### config.mk
export PLATFORM = sky130hd
export DESIGN_NAME = alu_op_server
export DESIGN_NICKNAME = d
export VERILOG_FILES = /design/src/rtl/alu_pkg.sv /design/src/rtl/alu_ref_model.sv /design/src/rtl/alu_op_server.sv
export SDC_FILE = /design/constraint.sdc
export NUM_CORES = 1
export LEC_CHECK = 0
export ABC_CLOCK_PERIOD_IN_PS = 1900
export BUFFER_PORTS_ARGS = -buffer_cell sky130_fd_sc_hd__buf_4
export CAP_MARGIN = 10
export CORE_UTILIZATION = 47
export CTS_BUF_LIST = sky130_fd_sc_hd__clkbuf_4
export DETAILED_ROUTE_END_ITERATION = 6
export MAX_ROUTING_LAYER = met4
export PLACE_DENSITY = 0.82
export RECOVER_POWER = 100
export SYNTH_ARGS = -nofsm -noshare
export SYNTH_HDL_FRONTEND = slang
export SYNTH_HIERARCHICAL = 1
export SYNTH_SLANG_ARGS = --single-unit
export TNS_END_PERCENT = 10
### constraint.sdc
create_clock -name clk -period 1.9 [get_ports clk]
set_input_delay 0.095 -clock clk [delete_from_list [all_inputs] [get_ports clk]]
set_output_delay 0.095 -clock clk [all_outputs]
set_load 0.01 [all_outputs]
### src/rtl/alu_pkg.sv
// Shared definitions for the ALU command front end: command codes, FSM states, default width.
package alu_pkg;

  localparam int unsigned ALU_WIDTH = 32;
  localparam int unsigned ALU_CMD_W = 3;

  localparam logic [ALU_CMD_W-1:0] ALU_ADD  = 3'd0;
  localparam logic [ALU_CMD_W-1:0] ALU_SUB  = 3'd1;
  localparam logic [ALU_CMD_W-1:0] ALU_XOR  = 3'd2;
  localparam logic [ALU_CMD_W-1:0] ALU_SLT  = 3'd3;
  localparam logic [ALU_CMD_W-1:0] ALU_AND  = 3'd4;
  localparam logic [ALU_CMD_W-1:0] ALU_NAND = 3'd5;
  localparam logic [ALU_CMD_W-1:0] ALU_NOR  = 3'd6;
  localparam logic [ALU_CMD_W-1:0] ALU_OR   = 3'd7;

  typedef enum logic [1:0] {
    ST_IDLE   = 2'd0,
    ST_SETTLE = 2'd1,
    ST_RESP   = 2'd2
  } state_t;

endpackage

### src/rtl/alu_ref_model.sv
// Combinational golden model of the 32-bit ALU; only present when ALU_CHECK_EN is defined.
`ifdef ALU_CHECK_EN
module alu_ref_model
  import alu_pkg::*;
#(
  parameter int unsigned WIDTH = ALU_WIDTH
) (
  input  logic [WIDTH-1:0]     a,
  input  logic [WIDTH-1:0]     b,
  input  logic [ALU_CMD_W-1:0] cmd,
  output logic [WIDTH-1:0]     result_c,
  output logic                 carryout_c,
  output logic                 zero_c,
  output logic                 overflow_c
);

  logic [WIDTH:0] sum;
  logic [WIDTH:0] dif;

  assign sum = {1'b0, a} + {1'b0, b};
  assign dif = {1'b0, a} + {1'b0, ~b} + (WIDTH+1)'(1);

  // Evaluate the selected operation; carry/overflow only meaningful for ADD/SUB
  always_comb begin
    result_c   = '0;
    carryout_c = 1'b0;
    overflow_c = 1'b0;
    case (cmd)
      ALU_ADD: begin
        result_c   = sum[WIDTH-1:0];
        carryout_c = sum[WIDTH];
        overflow_c = (a[WIDTH-1] == b[WIDTH-1]) && (sum[WIDTH-1] != a[WIDTH-1]);
      end
      ALU_SUB: begin
        result_c   = dif[WIDTH-1:0];
        carryout_c = dif[WIDTH];
        overflow_c = (a[WIDTH-1] != b[WIDTH-1]) && (dif[WIDTH-1] != a[WIDTH-1]);
      end
      ALU_XOR:  result_c = a ^ b;
      ALU_SLT:  result_c = WIDTH'($signed(a) < $signed(b));
      ALU_AND:  result_c = a & b;
      ALU_NAND: result_c = ~(a & b);
      ALU_NOR:  result_c = ~(a | b);
      default:  result_c = a | b;
    endcase
    zero_c = (result_c == '0);
  end

endmodule
`endif

### src/rtl/alu_op_server.sv
// Valid/ready front end for a combinational 32-bit ALU: holds operands for a settle
// window, captures the flags, returns them on a response channel.
// Optional: define ALU_CHECK_EN to add a golden-model cross-check (rsp_mismatch, err_count).
module alu_op_server
  import alu_pkg::*;
#(
  parameter int unsigned WIDTH         = ALU_WIDTH,
  parameter int unsigned SETTLE_CYCLES = 4,
  parameter int unsigned CNT_W         = 16
) (
  input  logic                 clk,
  input  logic                 reset,
  input  logic                 req_valid,
  output logic                 req_ready,
  input  logic [WIDTH-1:0]     req_a,
  input  logic [WIDTH-1:0]     req_b,
  input  logic [ALU_CMD_W-1:0] req_cmd,
  output logic                 rsp_valid,
  input  logic                 rsp_ready,
  output logic [WIDTH-1:0]     rsp_result,
  output logic                 rsp_carryout,
  output logic                 rsp_zero,
  output logic                 rsp_overflow,
  output logic [WIDTH-1:0]     alu_a,
  output logic [WIDTH-1:0]     alu_b,
  output logic [ALU_CMD_W-1:0] alu_cmd,
  input  logic [WIDTH-1:0]     alu_result,
  input  logic                 alu_carryout,
  input  logic                 alu_zero,
  input  logic                 alu_overflow,
  output logic [CNT_W-1:0]     ops_done
`ifdef ALU_CHECK_EN
  ,
  output logic                 rsp_mismatch,
  output logic [CNT_W-1:0]     err_count
`endif
);

  localparam int unsigned SET_W = (SETTLE_CYCLES < 2) ? 1 : $clog2(SETTLE_CYCLES + 1);

  // A zero-length settle window would capture before the ALU has seen the operands
  if (SETTLE_CYCLES < 1) begin : g_settle_chk
    $error("alu_op_server: SETTLE_CYCLES must be >= 1");
  end

  state_t           state;
  logic [SET_W-1:0] settle_cnt;

`ifdef ALU_CHECK_EN
  logic [WIDTH-1:0] ref_result_c;
  logic             ref_carryout_c;
  logic             ref_zero_c;
  logic             ref_overflow_c;
  logic             mismatch_c;

  // Golden model watches the same held operands the real ALU sees
  alu_ref_model #(.WIDTH(WIDTH)) u_ref (
    .a          (alu_a),
    .b          (alu_b),
    .cmd        (alu_cmd),
    .result_c   (ref_result_c),
    .carryout_c (ref_carryout_c),
    .zero_c     (ref_zero_c),
    .overflow_c (ref_overflow_c)
  );

  assign mismatch_c = (alu_result   != ref_result_c)   ||
                      (alu_carryout != ref_carryout_c) ||
                      (alu_zero     != ref_zero_c)     ||
                      (alu_overflow != ref_overflow_c);
`endif

  // Request accept -> settle countdown -> capture -> response handshake
  always_ff @(posedge clk) begin
    if (reset) begin
      state        <= ST_IDLE;
      settle_cnt   <= '0;
      req_ready    <= 1'b0;
      rsp_valid    <= 1'b0;
      rsp_result   <= '0;
      rsp_carryout <= 1'b0;
      rsp_zero     <= 1'b0;
      rsp_overflow <= 1'b0;
      alu_a        <= '0;
      alu_b        <= '0;
      alu_cmd      <= '0;
      ops_done     <= '0;
`ifdef ALU_CHECK_EN
      rsp_mismatch <= 1'b0;
      err_count    <= '0;
`endif
    end else begin
      case (state)
        ST_IDLE: begin
          req_ready <= 1'b1;
          if (req_valid && req_ready) begin
            alu_a      <= req_a;
            alu_b      <= req_b;
            alu_cmd    <= req_cmd;
            settle_cnt <= SET_W'(SETTLE_CYCLES);
            req_ready  <= 1'b0;
            state      <= ST_SETTLE;
          end
        end
        ST_SETTLE: begin
          if (settle_cnt == SET_W'(1)) begin
            rsp_result   <= alu_result;
            rsp_carryout <= alu_carryout;
            rsp_zero     <= alu_zero;
            rsp_overflow <= alu_overflow;
`ifdef ALU_CHECK_EN
            rsp_mismatch <= mismatch_c;
`endif
            rsp_valid    <= 1'b1;
            settle_cnt   <= '0;
            state        <= ST_RESP;
          end else begin
            settle_cnt <= settle_cnt - SET_W'(1);
          end
        end
        ST_RESP: begin
          if (rsp_valid && rsp_ready) begin
            rsp_valid <= 1'b0;
            ops_done  <= ops_done + CNT_W'(1);
`ifdef ALU_CHECK_EN
            if (rsp_mismatch) err_count <= err_count + CNT_W'(1);
`endif
            req_ready <= 1'b1;
            state     <= ST_IDLE;
          end
        end
        default: state <= ST_IDLE;
      endcase
    end
  end

endmodule
Yosys cells after proc, flatten, opt, wreduce, memory -nomap -nowiden
Cells that the tools add are included.
W data, S select, Z words.

cells by class
  equal/unequal tests = 6
  order comparisons = 0
  multipliers = 0
  shift-type cells = 0
  divide/modulo/power cells = 0
  muxes and demuxes = 13
  $add $sub $neg = 2
  bitwise operators = 0
  reduce and logical (&&, ||, !) cells = 13

operator list
  cell                     number
  $add A16 B1 Y16 const B  1
  $reduce_and A2 Y1        5
  $mux W2                  3
  $mux W3                  2
  $ne A2 B2 Y1 const B     3
  $pmux W2 S3              1
  $pmux W3 S2              1
  $reduce_and A3 Y1        2
  $reduce_bool A2 Y1       3
  $mux W1                  4
  $pmux W1 S2              2
  $eq A3 B1 Y1 const B     1
  $sub A3 B1 Y3 const B    1
  $eq A2 B1 Y1 const B     1
  $eq A2 B2 Y1 const B     1
  $logic_and A1 B1 Y1      2
  $logic_not A2 Y1         1

storage, ports and cells
  output and inout bits = 120
  memories kept = 0
  memory bits (writable) = 0
  register bits after elaboration = 125
  memory bits (read-only) = 0
  bits in latches = 0

Depth between registers and ports, before layout
Gate-level depths: netlist of run 1.

  depth after elaboration = 3
  mapped depth = 7
  gate-level depth less buffers = 6

Least setup slack after synthesis of run 1
No wires, ideal clock.

  path kind = register to register
  start point = register ops_done[0]
  end point = register ops_done[10]
  stages on the path, launching flop included = 7
  period minus slack after synthesis = 1.807 ns
  setup slack = 0.093 ns
  required time = 1.830 ns
  arrival time = 1.737 ns
  cell sequence = dfxtp_1 -> ha_1 -> nand2_1 -> or4_1 -> buf_2 -> or3_1 -> a21oi_1

between the ends
  word-level cells in the longest chain between the ends = 1

ends and longest elaborated chain
  element                   line                  RTL
  start: declaration        alu_op_server.sv:31   output logic [CNT_W-1:0] ops_done
  start signal: assignment  alu_op_server.sv:124  ops_done <= ops_done + CNT_W'(1);
  $add A16 B1 Y16           alu_op_server.sv:124

No other way between the ends.
A chain may end at the register's enable or synchronous reset.

Worst setup path after layout of run 1
  start point = register ops_done[1]
  end point = register ops_done[14]

Same word-level chain as after synthesis.

==> metrics, run 1 <==
status finished clean; final-stage net count 993; Die W 99.8 um; EDFF count, synth 0; Async SR Flop Fraction 0; Syn Area/Cell about 8 um^2; Max Clock Skew 0.0228 ns; layout overhead on the synthesized area 59.8%; fill count between 600 and 700; Max stage delay on crit path 0.54 ns; hold path start reset; RSZ-0062 raised after global routing false; Psw between 0.001 and 0.0015 W; final hold vios 0; Synth area leaders dfxtp_1 (56%), nand2_1 (18%), a21oi_1 (13%); die height 99.8 um; All-Layer GR Usage 0.341; via count about 5300; wire per inst 16.0 um; Internal ~0.004 W; Final period util 0.965; Yosys top cell by area dfxtp_1; root buf cell clkbuf_4; Crit-path slowest cell or4_4; Worst-Margin Slew ~0.58 ns; syn_nets just under 700; global-route met3 utilization 0.0947; Max H-tree Level 4; met1 Use GR 0.359; WP buf/inv 0; CP Max Fanout 7; Synth Register Bits 125; grt total ovfl 0; Max clock buf depth 2; Reg2Reg Depth 5; die area ~0.01 mm^2; R2R Setup Slk slightly below 0.07 ns; Seq pwr share 0.518; Fmax 0.546 GHz; worst-skew pair later-pin latency around 0.52 ns; port bufs approximately 230; Comb power frac 0.151; Final ANT Viol Nets 0; critical-path cell list ha_1 > nand2_1 > or4_4 > or3_1 > a21oi_1; # Post-CTS Setup Buffers 0; crit end category flop; CTS Buf Count 17; vias in the first global route 5415; Final WS setup approximately 0.067 ns; peak supply drop between 500 and 600 uV; required time worst endpoint 2.34 ns; GPL Wtd Cong 0.825; max_cap viols 0; clock network fraction of design power 0.331; mapped cell area 0.00450 mm^2; pwr dens approximately 750 mW/mm^2; Most Crowded Layer GR met2; Yosys top cell area share 0.557; Detailed Place HPWL 8.83 mm; LEAKAGE approximately 2.8 nW; IO Pins between 200 and 250; # clock sinks 125; Cell Rows 35; Crit Path Class flop to flop; initial antenna violation count 0; clk slew on worst S/H paths about 0.11 ns; setup TNS 0 ns; Iter 0 DRT Violations ~250; worst hold-check path type primary input to flop; Final Setup Violations 0; drt pass-1 iters 5; drt total wl between 15 and 20 mm; synth warn 6; Place WS 0.00580 ns; ant diodes 0; Hold EP ops_done[8]; top_reg_cell synth dfxtp_1; first-pass GRT wire length ~26 mm; sequential-to-total area share from yosys stat 0.557; DRC 0; Rel. slew slack 0.613; Worst EP arrival 2.27 ns; met2 Usage GRT 0.579; layout cells sized above 1 0.169; largest net degree at the start of global routing 63; Sw Ratio 0.269; Top Family by Delay on Critical Path simple AND/OR/NAND/NOR gates; Critical Path Start Type flop; Distinct cells, synth 30; min cycle time layout approximately 1.8 ns; Core ar. just over 0.009 mm^2; initial core utilization 0.487; Min-Delay Path Depth 2; vias per std cell 5.15; reg2reg end ops_done[14]; FF-to-FF Start ops_done[1]; CTS tree done; Pins Over Slew Limit 0; Mapped Cells about 570
## layout by cell type, fill, tap and decap left out, types with 2 or more instances in the layout
cell type and instances:
or3_1 7, o21ai_1 6, ha_1 3, a21oi_1 116
or4_4 2, dfxtp_1 125, nand2_1 214, clkinvlp_4 4
clkbuf_1 121, xnor2_1 5, nand3_1 5, bufinv_16 2
clkinv_2 5, buf_4 108, nand2b_1 2, nand4_1 4
clkbuf_4 19, dlygate4sd3_1 103, a31oi_1 2, inv_1 4
nor2_1 12, o21ai_0 3, nor3_1 5, xor2_1 2
buf_12 5
## layout make-up
| cell class | instances | area, um^2 | share of cell area |
|---|---|---|---|
| Inverter | 4 | 15.0 | 0.00209 |
| Clock inverter | 12 | 124 | 0.0172 |
| Tap cell | 129 | 161 | 0.0225 |
| Multi-Input combinational cell | 399 | 1840 | 0.257 |
| Timing Repair Buffer | 337 | 2400 | 0.333 |
| Clock buffer | 19 | 143 | 0.0199 |
| Sequential cell | 125 | 2500 | 0.348 |
## power groups by stage
stage | clock [W] | combinational, W | sequential, W
floorplan | 0 | 0.000243 | 0.00287
global placement | 0 | 0.000655 | 0.00283
detailed placement | 0 | 0.000673 | 0.00283
CTS | 0.00181 | 0.000845 | 0.00278
global route | 0.00192 | 0.000872 | 0.00279
finish | 0.00178 | 0.000811 | 0.00278
## sequential cells by signal, indices dropped and copies added, names as in the netlist
| name | cells |
|---|---|
| rsp_carryout | 1 |
| rsp_result | 32 |
| rsp_overflow | 1 |
| settle_cnt | 3 |
| state | 2 |
| ops_done | 16 |
| rsp_valid | 1 |
| req_ready | 1 |
| alu_a | 32 |
| rsp_zero | 1 |
| alu_b | 32 |
| alu_cmd | 3 |
## routing by layer
layer,up-vias,part of all wire
met2,282,0.50
met4,0,0.044
met3,68,0.082
li1,2489,-
met1,2443,0.37
met5,-,0
## synth_stat cells, types with 2 or more instances
cell      count
inv_1         4
buf_1         2
a31oi_1       2
o21ai_0       3
ha_1          3
nand2b_1      2
nand4_1       4
or4_1         2
a21oi_1     116
dfxtp_1     125
buf_2         3
nor3_1        5
nor2_1       13
nand3_1       5
o21ai_1       6
or3_1         7
nand2_1     214
xnor2_1       5
xor2_1        2
clkbuf_1     32
## how the worst max path moves through the flow
stage / from / end / slack (ns) / depth (start not counted)
finish: ops_done[1] / ops_done[14] / 0.07 / 5
global route: ops_done[1] / ops_done[10] / 0.02 / 5
CTS: state[1] / ops_done[11] / 0.05 / 4
detailed placement: ops_done[1] / ops_done[14] / 0.006 / 5
global placement: ops_done[1] / ops_done[10] / 0.11 / 5
floorplan: ops_done[0] / ops_done[10] / 0.09 / 6
## through the flow
stage	std cells	util	cell area, um^2	hold slack (ns)	total power [W]
2_1_floorplan	565	-	4500	0.231	0.00311
3_3_place_gp	891	0.686	6340	0.341	0.00348
3_5_place_dp	891	0.686	6340	0.350	0.00351
4_1_cts	1025	0.827	7640	0.0291	0.00543
5_1_grt	1025	0.778	7190	0.0532	0.00558
6_report	1025	0.778	7190	0.0728	0.00537
## cell families after synthesis
kind of cell,after synthesis,share of synthesized area
compound gates,128,0.144
xor+xnor,7,0.0136
fa+ha+maj,3,0.00835
buf+inv,41,0.0351
flops,125,0.557
mux,1,0.00223
simple gates,260,0.240
## timing repair
action                                 in CTS  in global routing
resized for setup                           1                  1
pin swaps                                   0                  0
setup endpoints to repair                   2                  4
hold buffers                              103                  0
endpoints found under the hold margin     106                  0
No activity file was read; power rests on OpenSTA's default activity.
==> run 2: changes to the inputs <==
--- a/config.mk
+++ b/config.mk
@@ -5,14 +5,15 @@
 export SDC_FILE = /design/constraint.sdc
 export NUM_CORES = 1
 export LEC_CHECK = 0
+export ABC_AREA = 1
 export ABC_CLOCK_PERIOD_IN_PS = 1900
 export BUFFER_PORTS_ARGS = -buffer_cell sky130_fd_sc_hd__buf_4
 export CAP_MARGIN = 10
-export CORE_UTILIZATION = 47
+export CORE_UTILIZATION = 48
 export CTS_BUF_LIST = sky130_fd_sc_hd__clkbuf_4
 export DETAILED_ROUTE_END_ITERATION = 6
 export MAX_ROUTING_LAYER = met4
-export PLACE_DENSITY = 0.82
+export PLACE_DENSITY = 0.83
 export RECOVER_POWER = 100
 export SYNTH_ARGS = -nofsm -noshare
 export SYNTH_HDL_FRONTEND = slang
==> run 2 against run 1 <==
  * Final cell count up 5.0%
  * Combinational power rose by 25%
  * Via count up 4.7%
  * Register-to-register slack better by 0.16 ns
  * First-iteration DRC count decreased by 25%
  * Clock-buffer cell count grew 1
  * Worst hold slack improved by 0.31 ns
  * Power grew 5.7%
  * Synthesized cell count up 8.0%
==> metrics, run 2 <==
status finished clean; EDFF count, synth 0; Detailed Place HPWL ~9.5 mm; mapped cell area 0.00470 mm^2; grt total ovfl 0; via count ~5500; drt pass-1 iters 6; worst hold-check path type primary input to flop; Max Clock Skew 0.0241 ns; most frequent cell after synthesis nor2_1; Async SR Flop Fraction 0; initial core utilization 0.501; sequential-to-total area share from yosys stat 0.532; commonest non-fill, non-tap cell in the layout nor2_1; die height slightly above 100 um; Synth area leaders dfxtp_1 (53%), nor2_1 (19%), o21ai_0 (6.2%); max_cap viols 0; peak supply drop about 430 uV; post_cts resized 0; synth warn 6; Worst Setup EP alu_a[30]; DRC 0; Cell Rows 35; Yosys top cell by area dfxtp_1; GPL Wtd Cong 0.857; Worst EP arrival around 2.1 ns; Synth Register Bits 125; Syn Area/Cell around 7.7 um^2; pwr dens roughly 800 mW/mm^2; Pins Over Slew Limit 0; Max clock buf depth 2; post-cts hold buffer count 105; required time worst endpoint roughly 2.3 ns; worst-skew pair later-pin latency roughly 0.50 ns; die area 0.0102 mm^2; Worst-Margin Slew between 0.6 and 0.7 ns; setup TNS 0 ns; Final Setup Violations 0; Fmax 0.575 GHz; final-stage net count 1043; vias per std cell about 5.1; RSZ-0062 raised after global routing false; top flop regs alu_a: 32 flops, alu_b: 32 flops, rsp_result: 32 flops; Yosys top cell area share 0.532; CTS tree done; # Post-CTS Setup Buffers 0; min cycle time layout between 1.5 and 2 ns; most frequent cells in the layout nor2_1 (236), dfxtp_1 (125), clkbuf_1 (121); R2R Setup Slk about 0.23 ns; # clock sinks around 130; Final WS setup approximately 0.16 ns; CTS Buf Count 17; Max H-tree Level 4; IO Pins ~230; reg2reg end alu_b[1]; Reg2Reg Depth 6; Die W around 100 um; Core ar. approximately 0.0094 mm^2; syn_nets 719; FF-to-FF Start state[1]; vias in the first global route 5569; Final period util 0.916; Rel. slew slack 0.566; port bufs around 230; Crit Path Class primary input to flop; layout cells sized above 1 0.162; CP startpoint reset; Post-synth top cells nor2_1 (233), dfxtp_1 (125), o21ai_0 (58); Place WS 0.461 ns; post-layout util 0.777; Distinct cells, synth 27; crit end category flop; root buf cell clkbuf_4; LEAKAGE 2.98 nW; Mapped Cells roughly 600; All-Layer GR Usage 0.344; Iter 0 DRT Violations 187; drt total wl about 17 mm; top_reg_cell synth dfxtp_1; wire per inst between 15 and 20 um; largest net degree at the start of global routing 68; ant diodes 0; clk slew on worst S/H paths between 0.1 and 0.15 ns; final hold vios 0; initial antenna violation count 0; Critical Path Start Type primary input; Final ANT Viol Nets 0; CP Max Fanout 43; first-pass GRT wire length about 26 mm; layout overhead on the synthesized area 55.0%
run 2: changes by cell type after synthesis, sizes merged, moves of 4 or more:
cell	change
clkbuf	-17
or3	-8
xnor2	-4
nor3	-4
o21ai	+104
nor2	+227
a21oi	-105
inv	+24
nand2	-176
buf	+14
run 2: area by class of cell:
class,instances,area [um^2]
Fill cell,715,2090
Clock inverter,12,123
Sequential cell,125,2500
Tap cell,129,161
Inverter,28,105
Timing Repair Buffer,339,2390
Multi-Input combinational cell,423,1850
Clock buffer,20,150
run 2: per-layer routing:
metal | GRT usage | up-vias | part of all wire
li1 | - | 2592 | -
met2 | 0.603 | 278 | 0.53
met1 | 0.337 | 2587 | 0.36
met3 | 0.0929 | 74 | 0.063
met5 | - | - | 0
met4 | 0.220 | 0 | 0.047
run 2: critical path: stages:
cell and delay, ns:
dlygate4sd3_1 0.52, clkbuf_1 0.50, inv_2 0.44, buf_12 0.29
o21ai_0 0.15, nor2_1 0.10
run 2: worst min-delay path by stage:
stage,start,to,slack (ns),depth (start not counted)
after floorplan,req_a[10],alu_a[10],0.24,2
after global placement,alu_result[10],rsp_result[10],0.33,3
after detailed placement,alu_overflow,rsp_overflow,0.34,3
after CTS,alu_result[23],rsp_result[23],0.34,4
after global routing,req_b[15],alu_b[15],0.36,4
final,alu_result[16],rsp_result[16],0.38,4
run 2: cells by family after synthesis:
group	synth area share
xor gates and xnor gates	0.00373
DFF	0.532
buffers and inverters	0.0692
AOI/OAI and AO/OA	0.136
and+or+nand+nor	0.250
adders and majority gates	0.00799
run 2: stage by stage:
step	power [W]	std cells	hold WS, ns	area, um^2
floorplan	0.00334	610	0.241	4700
global route	0.00592	1076	0.356	7280
global placement	0.00378	939	0.328	6450
detailed placement	0.00381	939	0.340	6450
finish	0.00568	1076	0.381	7280
CTS	0.00575	1076	0.337	7770
run 2: power breakdown:
part / internal (W) / switching (W)
sequential: 0.00277 / 0.0000940
clock: 0.000813 / 0.000986
combinational: 0.000478 / 0.000532
